### src/rtl/pll_phase_ctrl_if.sv
// ---------------------------------------------------------------------------
// pll_phase_ctrl_if
//   Control-side bundle of the PLL phase-step initiator.
//
//   Request channel : req_valid / req_ready / req_sel / req_dir / req_steps
//   Status          : busy, done (1-cycle), err (1-cycle), steps_done
//   Readback        : pos_sel -> pos_out (combinational)
//
//   master : the control logic issuing shift requests
//   slave  : pll_phase_ctrl
// ---------------------------------------------------------------------------
interface pll_phase_ctrl_if #(
    parameter int CNT_W   = 8,
    parameter int PHASE_W = 10
);
    logic               req_valid;
    logic               req_ready;
    logic [2:0]         req_sel;
    logic               req_dir;
    logic [CNT_W-1:0]   req_steps;

    logic               busy;
    logic               done;
    logic               err;
    logic [CNT_W-1:0]   steps_done;

    logic [2:0]         pos_sel;
    logic [PHASE_W-1:0] pos_out;

    modport master (
        output req_valid, req_sel, req_dir, req_steps, pos_sel,
        input  req_ready, busy, done, err, steps_done, pos_out
    );

    modport slave (
        input  req_valid, req_sel, req_dir, req_steps, pos_sel,
        output req_ready, busy, done, err, steps_done, pos_out
    );
endinterface

### src/rtl/pll_phase_ctrl.sv
// ---------------------------------------------------------------------------
// pll_phase_ctrl
//   Dynamic phase-shift initiator for the GTP_PLL_E3 phase-step port.
//   Accepts "shift output k by N steps in direction d", waits for a stable
//   PLL lock, issues N timed active-low step pulses followed by a one-cycle
//   LOAD_PHASE strobe, and tracks the cumulative phase of all 5 outputs.
//
// Ports
//   clk, rst        controller clock, async active-high reset
//   bus (slave)     request / status / position readback bundle
//   i_pll_lock      PLL LOCK, asynchronous (2-FF synchronized here)
//   o_phase_sel     PLL PHASE_SEL, held from accept to next accept
//   o_phase_dir     PLL PHASE_DIR, held from accept to next accept
//   o_phase_step_n  PLL PHASE_STEP_N, active low
//   o_load_phase    PLL LOAD_PHASE, 1-cycle strobe
// ---------------------------------------------------------------------------
module pll_phase_ctrl #(
    parameter int CNT_W         = 8,
    parameter int PHASE_W       = 10,
    parameter int STEP_LOW_CYC  = 2,
    parameter int STEP_GAP_CYC  = 8,
    parameter int LOCK_WAIT_CYC = 16
) (
    input  logic              clk,
    input  logic              rst,
    pll_phase_ctrl_if.slave   bus,
    input  logic              i_pll_lock,
    output logic [2:0]        o_phase_sel,
    output logic              o_phase_dir,
    output logic              o_phase_step_n,
    output logic              o_load_phase
);

    localparam int NUM_OUT = 5;
    localparam int CYC_MAX = (STEP_LOW_CYC > STEP_GAP_CYC) ? STEP_LOW_CYC : STEP_GAP_CYC;
    localparam int CYC_W   = $clog2(CYC_MAX + 1);
    localparam int LCK_W   = $clog2(LOCK_WAIT_CYC + 1);

    localparam logic [CYC_W-1:0] LO_LAST  = CYC_W'(STEP_LOW_CYC - 1);
    localparam logic [CYC_W-1:0] GAP_LAST = CYC_W'(STEP_GAP_CYC - 1);
    localparam logic [LCK_W-1:0] LCK_MAX  = LCK_W'(LOCK_WAIT_CYC);
    localparam logic [2:0]       SEL_MAX  = 3'(NUM_OUT - 1);

    localparam logic [2:0] S_IDLE   = 3'd0;
    localparam logic [2:0] S_DECODE = 3'd1;
    localparam logic [2:0] S_WAIT   = 3'd2;
    localparam logic [2:0] S_LO     = 3'd3;
    localparam logic [2:0] S_GAP    = 3'd4;
    localparam logic [2:0] S_LOAD   = 3'd5;
    localparam logic [2:0] S_DONE   = 3'd6;
    localparam logic [2:0] S_ERR    = 3'd7;

    logic [2:0]         r_state;
    logic               r_lock_ff1;
    logic               r_lock_s;
    logic [LCK_W-1:0]   r_lock_cnt;
    logic [CYC_W-1:0]   r_cyc;
    logic [CNT_W-1:0]   r_target;
    logic [CNT_W-1:0]   r_steps_done;
    logic [2:0]         r_phase_sel;
    logic               r_phase_dir;
    logic               r_step_n;
    logic               r_load;
    logic               r_done;
    logic               r_err;
    logic [PHASE_W-1:0] r_pos [NUM_OUT];

    logic               w_accept;
    logic               w_step_start;
    logic               w_abort;

    // ---------------------------------------------------------------------
    // Lock synchronizer and stability counter
    // ---------------------------------------------------------------------
    always_ff @(posedge clk or posedge rst) begin
        if (rst) begin
            r_lock_ff1 <= 1'b0;
            r_lock_s   <= 1'b0;
        end else begin
            r_lock_ff1 <= i_pll_lock;
            r_lock_s   <= r_lock_ff1;
        end
    end

    // Saturates so WAIT_LOCK can compare for equality; any low cycle restarts it.
    always_ff @(posedge clk or posedge rst) begin
        if (rst)
            r_lock_cnt <= '0;
        else if (!r_lock_s)
            r_lock_cnt <= '0;
        else if (r_lock_cnt != LCK_MAX)
            r_lock_cnt <= r_lock_cnt + LCK_W'(1);
    end

    // ---------------------------------------------------------------------
    // Control decode
    // ---------------------------------------------------------------------
    assign w_accept = bus.req_valid && (r_state == S_IDLE);

    // A step is issued (and counted) on the edge that enters STEP_LO, either
    // from WAIT_LOCK once lock is proven stable or at the end of a gap with
    // steps still outstanding.
    assign w_step_start = r_lock_s &&
                          (((r_state == S_WAIT) && (r_lock_cnt == LCK_MAX)) ||
                           ((r_state == S_GAP) && (r_cyc == GAP_LAST) &&
                            (r_steps_done < r_target)));

    // Lock loss once pulses have started aborts the sequence.
    assign w_abort = !r_lock_s &&
                     ((r_state == S_LO) || (r_state == S_GAP) || (r_state == S_LOAD));

    // ---------------------------------------------------------------------
    // Sequencer
    // ---------------------------------------------------------------------
    always_ff @(posedge clk or posedge rst) begin
        if (rst) begin
            r_state      <= S_IDLE;
            r_cyc        <= '0;
            r_target     <= '0;
            r_steps_done <= '0;
            r_phase_sel  <= 3'd0;
            r_phase_dir  <= 1'b0;
            r_step_n     <= 1'b1;
            r_load       <= 1'b0;
            r_done       <= 1'b0;
            r_err        <= 1'b0;
        end else begin
            r_done <= 1'b0;
            r_err  <= 1'b0;
            r_load <= 1'b0;

            if (w_abort) begin
                r_state  <= S_ERR;
                r_err    <= 1'b1;
                r_step_n <= 1'b1;
            end else if (w_step_start) begin
                r_state      <= S_LO;
                r_step_n     <= 1'b0;
                r_cyc        <= '0;
                r_steps_done <= r_steps_done + CNT_W'(1);
            end else begin
                case (r_state)
                    S_IDLE: begin
                        if (w_accept) begin
                            r_phase_sel  <= bus.req_sel;
                            r_phase_dir  <= bus.req_dir;
                            r_target     <= bus.req_steps;
                            r_steps_done <= '0;
                            r_state      <= S_DECODE;
                        end
                    end
                    S_DECODE: begin
                        if (r_phase_sel > SEL_MAX) begin
                            r_state <= S_ERR;
                            r_err   <= 1'b1;
                        end else if (r_target == '0) begin
                            r_state <= S_DONE;
                            r_done  <= 1'b1;
                        end else begin
                            r_state <= S_WAIT;
                        end
                    end
                    S_WAIT: begin
                        // no timeout: waits as long as the PLL needs
                    end
                    S_LO: begin
                        if (r_cyc == LO_LAST) begin
                            r_state  <= S_GAP;
                            r_step_n <= 1'b1;
                            r_cyc    <= '0;
                        end else begin
                            r_cyc <= r_cyc + CYC_W'(1);
                        end
                    end
                    S_GAP: begin
                        // the "more steps" exit is taken via w_step_start
                        if (r_cyc == GAP_LAST) begin
                            r_state <= S_LOAD;
                            r_load  <= 1'b1;
                        end else begin
                            r_cyc <= r_cyc + CYC_W'(1);
                        end
                    end
                    S_LOAD: begin
                        r_state <= S_DONE;
                        r_done  <= 1'b1;
                    end
                    S_DONE:  r_state <= S_IDLE;
                    S_ERR:   r_state <= S_IDLE;
                    default: r_state <= S_IDLE;
                endcase
            end
        end
    end

    // ---------------------------------------------------------------------
    // Per-output phase position, wraps modulo 2^PHASE_W
    // ---------------------------------------------------------------------
    always_ff @(posedge clk or posedge rst) begin
        if (rst) begin
            for (int k = 0; k < NUM_OUT; k++)
                r_pos[k] <= '0;
        end else if (w_step_start) begin
            for (int k = 0; k < NUM_OUT; k++)
                if (r_phase_sel == 3'(k))
                    r_pos[k] <= r_phase_dir ? r_pos[k] + PHASE_W'(1)
                                            : r_pos[k] - PHASE_W'(1);
        end
    end

    always_comb begin
        bus.pos_out = '0;
        for (int k = 0; k < NUM_OUT; k++)
            if (bus.pos_sel == 3'(k))
                bus.pos_out = r_pos[k];
    end

    // ---------------------------------------------------------------------
    // Outputs
    // ---------------------------------------------------------------------
    assign bus.req_ready    = (r_state == S_IDLE);
    assign bus.busy         = (r_state != S_IDLE);
    assign bus.done         = r_done;
    assign bus.err          = r_err;
    assign bus.steps_done   = r_steps_done;

    assign o_phase_sel      = r_phase_sel;
    assign o_phase_dir      = r_phase_dir;
    assign o_phase_step_n   = r_step_n;
    assign o_load_phase     = r_load;

endmodule

### src/flat_wrapper.sv
// flat-port wrapper written by rule: the top's interface ports become plain ports
module pll_phase_ctrl_flat 
#(
    parameter int CNT_W         = 8,
    parameter int PHASE_W       = 10,
    parameter int STEP_LOW_CYC  = 2,
    parameter int STEP_GAP_CYC  = 8,
    parameter int LOCK_WAIT_CYC = 16
)
  (clk, rst, i_pll_lock, o_phase_sel, o_phase_dir, o_phase_step_n, o_load_phase, bus_req_valid, bus_req_sel, bus_req_dir, bus_req_steps, bus_pos_sel, bus_req_ready, bus_busy, bus_done, bus_err, bus_steps_done, bus_pos_out);
  pll_phase_ctrl_if #(.CNT_W(CNT_W), .PHASE_W(PHASE_W)) bus_i ();
  input  logic clk;
  input  logic rst;
  input  logic i_pll_lock;
  output logic [2:0] o_phase_sel;
  output logic o_phase_dir;
  output logic o_phase_step_n;
  output logic o_load_phase;
  input wire logic [$bits(bus_i.req_valid)-1:0] bus_req_valid;
  input wire logic [$bits(bus_i.req_sel)-1:0] bus_req_sel;
  input wire logic [$bits(bus_i.req_dir)-1:0] bus_req_dir;
  input wire logic [$bits(bus_i.req_steps)-1:0] bus_req_steps;
  input wire logic [$bits(bus_i.pos_sel)-1:0] bus_pos_sel;
  output wire logic [$bits(bus_i.req_ready)-1:0] bus_req_ready;
  output wire logic [$bits(bus_i.busy)-1:0] bus_busy;
  output wire logic [$bits(bus_i.done)-1:0] bus_done;
  output wire logic [$bits(bus_i.err)-1:0] bus_err;
  output wire logic [$bits(bus_i.steps_done)-1:0] bus_steps_done;
  output wire logic [$bits(bus_i.pos_out)-1:0] bus_pos_out;
  assign bus_i.req_valid = bus_req_valid;
  assign bus_i.req_sel = bus_req_sel;
  assign bus_i.req_dir = bus_req_dir;
  assign bus_i.req_steps = bus_req_steps;
  assign bus_i.pos_sel = bus_pos_sel;
  assign bus_req_ready = bus_i.req_ready;
  assign bus_busy = bus_i.busy;
  assign bus_done = bus_i.done;
  assign bus_err = bus_i.err;
  assign bus_steps_done = bus_i.steps_done;
  assign bus_pos_out = bus_i.pos_out;
  pll_phase_ctrl #(.CNT_W(CNT_W), .PHASE_W(PHASE_W), .STEP_LOW_CYC(STEP_LOW_CYC), .STEP_GAP_CYC(STEP_GAP_CYC), .LOCK_WAIT_CYC(LOCK_WAIT_CYC)) u_core (.clk(clk), .rst(rst), .bus(bus_i), .i_pll_lock(i_pll_lock), .o_phase_sel(o_phase_sel), .o_phase_dir(o_phase_dir), .o_phase_step_n(o_phase_step_n), .o_load_phase(o_load_phase));
endmodule
### config.mk
export PLATFORM = sky130hd
export DESIGN_NAME = pll_phase_ctrl_flat
export DESIGN_NICKNAME = d
export VERILOG_FILES = /design/src/rtl/pll_phase_ctrl_if.sv /design/src/rtl/pll_phase_ctrl.sv /design/src/flat_wrapper.sv
export SDC_FILE = /design/constraint.sdc
export NUM_CORES = 1
export LEC_CHECK = 0
export ABC_AREA = 1
export BUFFER_PORTS_ARGS = -buffer_cell sky130_fd_sc_hd__buf_2
export CAP_MARGIN = 15
export CELL_PAD_IN_SITES_DETAIL_PLACEMENT = 1
export CELL_PAD_IN_SITES_GLOBAL_PLACEMENT = 2
export CORE_MARGIN = 8
export CORE_UTILIZATION = 33
export CTS_CLUSTER_DIAMETER = 50
export DETAILED_ROUTE_END_ITERATION = 7
export GPL_ROUTABILITY_DRIVEN = 0
export PLACE_DENSITY = 0.76
export SETUP_SLACK_MARGIN = 0.02
export SYNTH_ARGS = -nofsm -noshare
export SYNTH_HDL_FRONTEND = slang
export SYNTH_SLANG_ARGS = --single-unit
### constraint.sdc
create_clock -name clk -period 2.7 [get_ports clk]
set_clock_uncertainty 0.05 [all_clocks]
set_input_delay 0.54 -clock clk [delete_from_list [all_inputs] [get_ports clk]]
set_output_delay 0.54 -clock clk [all_outputs]
set_load 0.02 [all_outputs]
==> results.md <==
- Status: finished clean
- Clk root buf: clkbuf_16
- Setup Crit Path Kind: in -> out
- Synth Instances: 793
- Max Transition Viols Final: 0
- CTS tree: done
- Sink Count: 88
- Sequential share of the synthesized area: 35.2%
- Final Util: 39.4%
- Maxcap violations: 0
- Fmax: 434 MHz
- Total power: 5480 uW
- Area grow syn2layout: 17.2%
- CP peak stage delay: 0.33 ns
- Largest net degree at the start of global routing: 46
- Syn nets: 869
- Hold_buf cts: 0
- CTS max path bufs: 2
- CP required: 2.11 ns
- Mapped Avg Cell Area: 7.90 um2
- Crit-path slowest cell: nand3_1
- DR iter-0 viols: 243
- CP Launch Type: primary input
- Number of diodes: 0
- Synth top area share: 34.8%
- Fill cells: 2273
- Most common cell after layout, fill and taps aside: nand2_1
- FP Rows: 50
- Fin nets: 924
- Yosys reg bits: 88
- Num CTS Buffers: 9
- Sequential Area: 0.00220 mm2
- Remaining DRCs: 0
- Vias in the first global route: 6151
- HPWL Detailed: 14.6 mm
- Multi-input combinational cell area: 0.00382 mm2
- Routed WL: 18.7 mm
- Leak pwr: 0.00370 uW
- Final hold violations: 0
- Tcrit/Tclk final: 85.4%
- Worst slew margin: 53.7%
- Worst hold path type: in -> async
- Core area: 0.0186 mm2
- Die area: 0.0236 mm2
- GRT overflow: 0
- Die Wd: 154 um
- H-tree depth: 3
- Die Height: 154 um
- Post-DR vias/cell: 5.08
- Cell variety after synth: 36
- Max VDD drop: 0.343 mV
- Layout cells sized above 1: 16.4%
- Unrepaired setup endpoints after global routing: false
- Initial antenna violation count: 0
- CP Data Arrival Time: 1.72 ns
- Tightest Pin Transition: 0.692 ns
- Initial Utilization: 33.6%
- Yosys warnings: 0
- DR pass1 iterations: 4
- Setup crit end kind: output pin
- Tmin final: 2.31 ns
- Final number of setup-violating endpoints: 0
- Pwr dens: 747 mW/mm2
- Post-CTS setup buffers: 0
- Mapped Area: 0.00626 mm2
- GRT Resource Usage Total: 16.7%
- CTS resizes: 0
- Synth area leaders: dfrtp_1 35%, nand2_1 11%, ha_1 10%, inv_1 6.2%, xor2_1 5.2%
- WL/cell: 17.2 um
- First-pass GRT wire length: 31.9 mm
- Most frequent cells in the layout: 185 x nand2_1, 100 x inv_1, 86 x dfrtp_1
- CP max FO: 10
- Worst-Skew Late Latency: 0.36 ns
- I/O pins: 47
- Synth area leader: dfrtp_1
- Clk slew on worst S/H paths: 0.08 ns
- Port bufs: 46
- Routed Antenna Nets: 0
- Crit-path cells: buf_2 > inv_1 > nand3_1 > o22ai_1 > a21oi_1 > nand3_1 > buf_2
- Via count: 5522
==> path summary, 6_finish.rpt <==
| kind | startpoint | end | slack (ns) | depth (start not counted) |
|---|---|---|---|---|
| setup reg to reg | u_core.r_cyc[0]$_DFFE_PP0P_ | u_core.r_pos[28]$_DFFE_PP0P_ | 0.45 | 9 |
| hold / removal | rst | u_core.r_lock_ff1$_DFF_PP0_ | 0.22 | 2 |
| setup / recovery | bus_pos_sel[2] | bus_pos_out[7] | 0.39 | 7 |
| max in group asynchronous | rst | u_core.o_phase_step_n$_DFFE_PP1P_ | 1.73 | 3 |
| hold reg to reg | u_core.r_lock_ff1$_DFF_PP0_ | u_core.r_lock_s$_DFF_PP0_ | 0.31 | 0 |
| min in group clk | i_pll_lock | u_core.r_lock_ff1$_DFF_PP0_ | 0.23 | 1 |
==> where the power goes <==
group	leakage [uW]	switching, uW	internal (uW)	total (uW)
Clock	0.000148	630	676	1310
Combinational	0.00236	1640	905	2540
Sequential	0.00119	159	1480	1640
Total	0.00370	2420	3060	5480
==> routing by layer <==
layer / track usage (%) / up-vias / part of all wire (%)
li1: - / 2739 / -
met1: 21.3 / 2700 / 47
met2: 27.5 / 67 / 47
met3: 3.22 / 16 / 4.0
met4: 6.16 / 0 / 1.9
met5: 0 / - / 0
==> cell type report <==
type                            count  area share [%]
Multi-Input combinational cell    591            52.0
Tap cell                          234            3.99
Clock inverter                      6           0.784
Inverter                          103            5.37
Timing Repair Buffer               55            4.57
Sequential cell                    88            30.0
Clock buffer                       10            3.25
==> critical path, delay by kind of cell <==
kind | cells | cell delay [ns]
AOI/OAI and AO/OA | 2 | 0.38
buffers and inverters | 3 | 0.37
and+or+nand+nor | 2 | 0.42
==> through the flow <==
step	hold slack, ns	setup TNS (ns)	setup slack [ns]	cell area [um2]	instances
after floorplan	0.281	-3.26	-0.173	6500	793
after global placement	0.291	0	0.443	7050	1071
after detailed placement	0.287	0	0.400	7050	1071
after CTS	0.229	0	0.392	7340	1087
after global routing	0.229	0	0.142	7340	1087
final	0.224	0	0.393	7340	1087
==> sequential cells by signal (all words and copies together), names as in the netlist, 3 cells and up <==
signal                 count
u_core.r_lock_cnt          5
u_core.r_target            8
u_core.r_state             3
u_core.r_pos              50
u_core.r_cyc               4
u_core.bus.steps_done      8
u_core.o_phase_sel         3
==> synthesized netlist by cell type, drive strengths merged <==
library cell / number
inv: 103
nand3: 60
o21bai: 6
o21a: 1
dfstp: 1
nand4: 15
ha: 52
or2: 2
a211oi: 2
buf: 8
o211ai: 3
a31oi: 6
nor3: 14
a21o: 7
clkbuf: 3
xnor2: 21
xor2: 37
nor4: 1
o21ai: 66
nand2: 197
a21oi: 46
dfrtp: 87
fa: 5
nor2: 36
o22ai: 14
==> logic make-up (layout without fill, tap and decap cells) <==
logic type               Yosys count  count (layout)  synth area share, %
AND/OR/NAND/NOR                  325             325                 23.2
AO/OA/AOI/OAI                    151             151                 14.2
buffers and inverters            114             174                 7.33
flip-flops                        88              88                 35.2
XOR/XNOR                          58              58                 8.11
adder cells (fa/ha/maj)           57              57                 12.0
(Power assumes the default switching activity.)
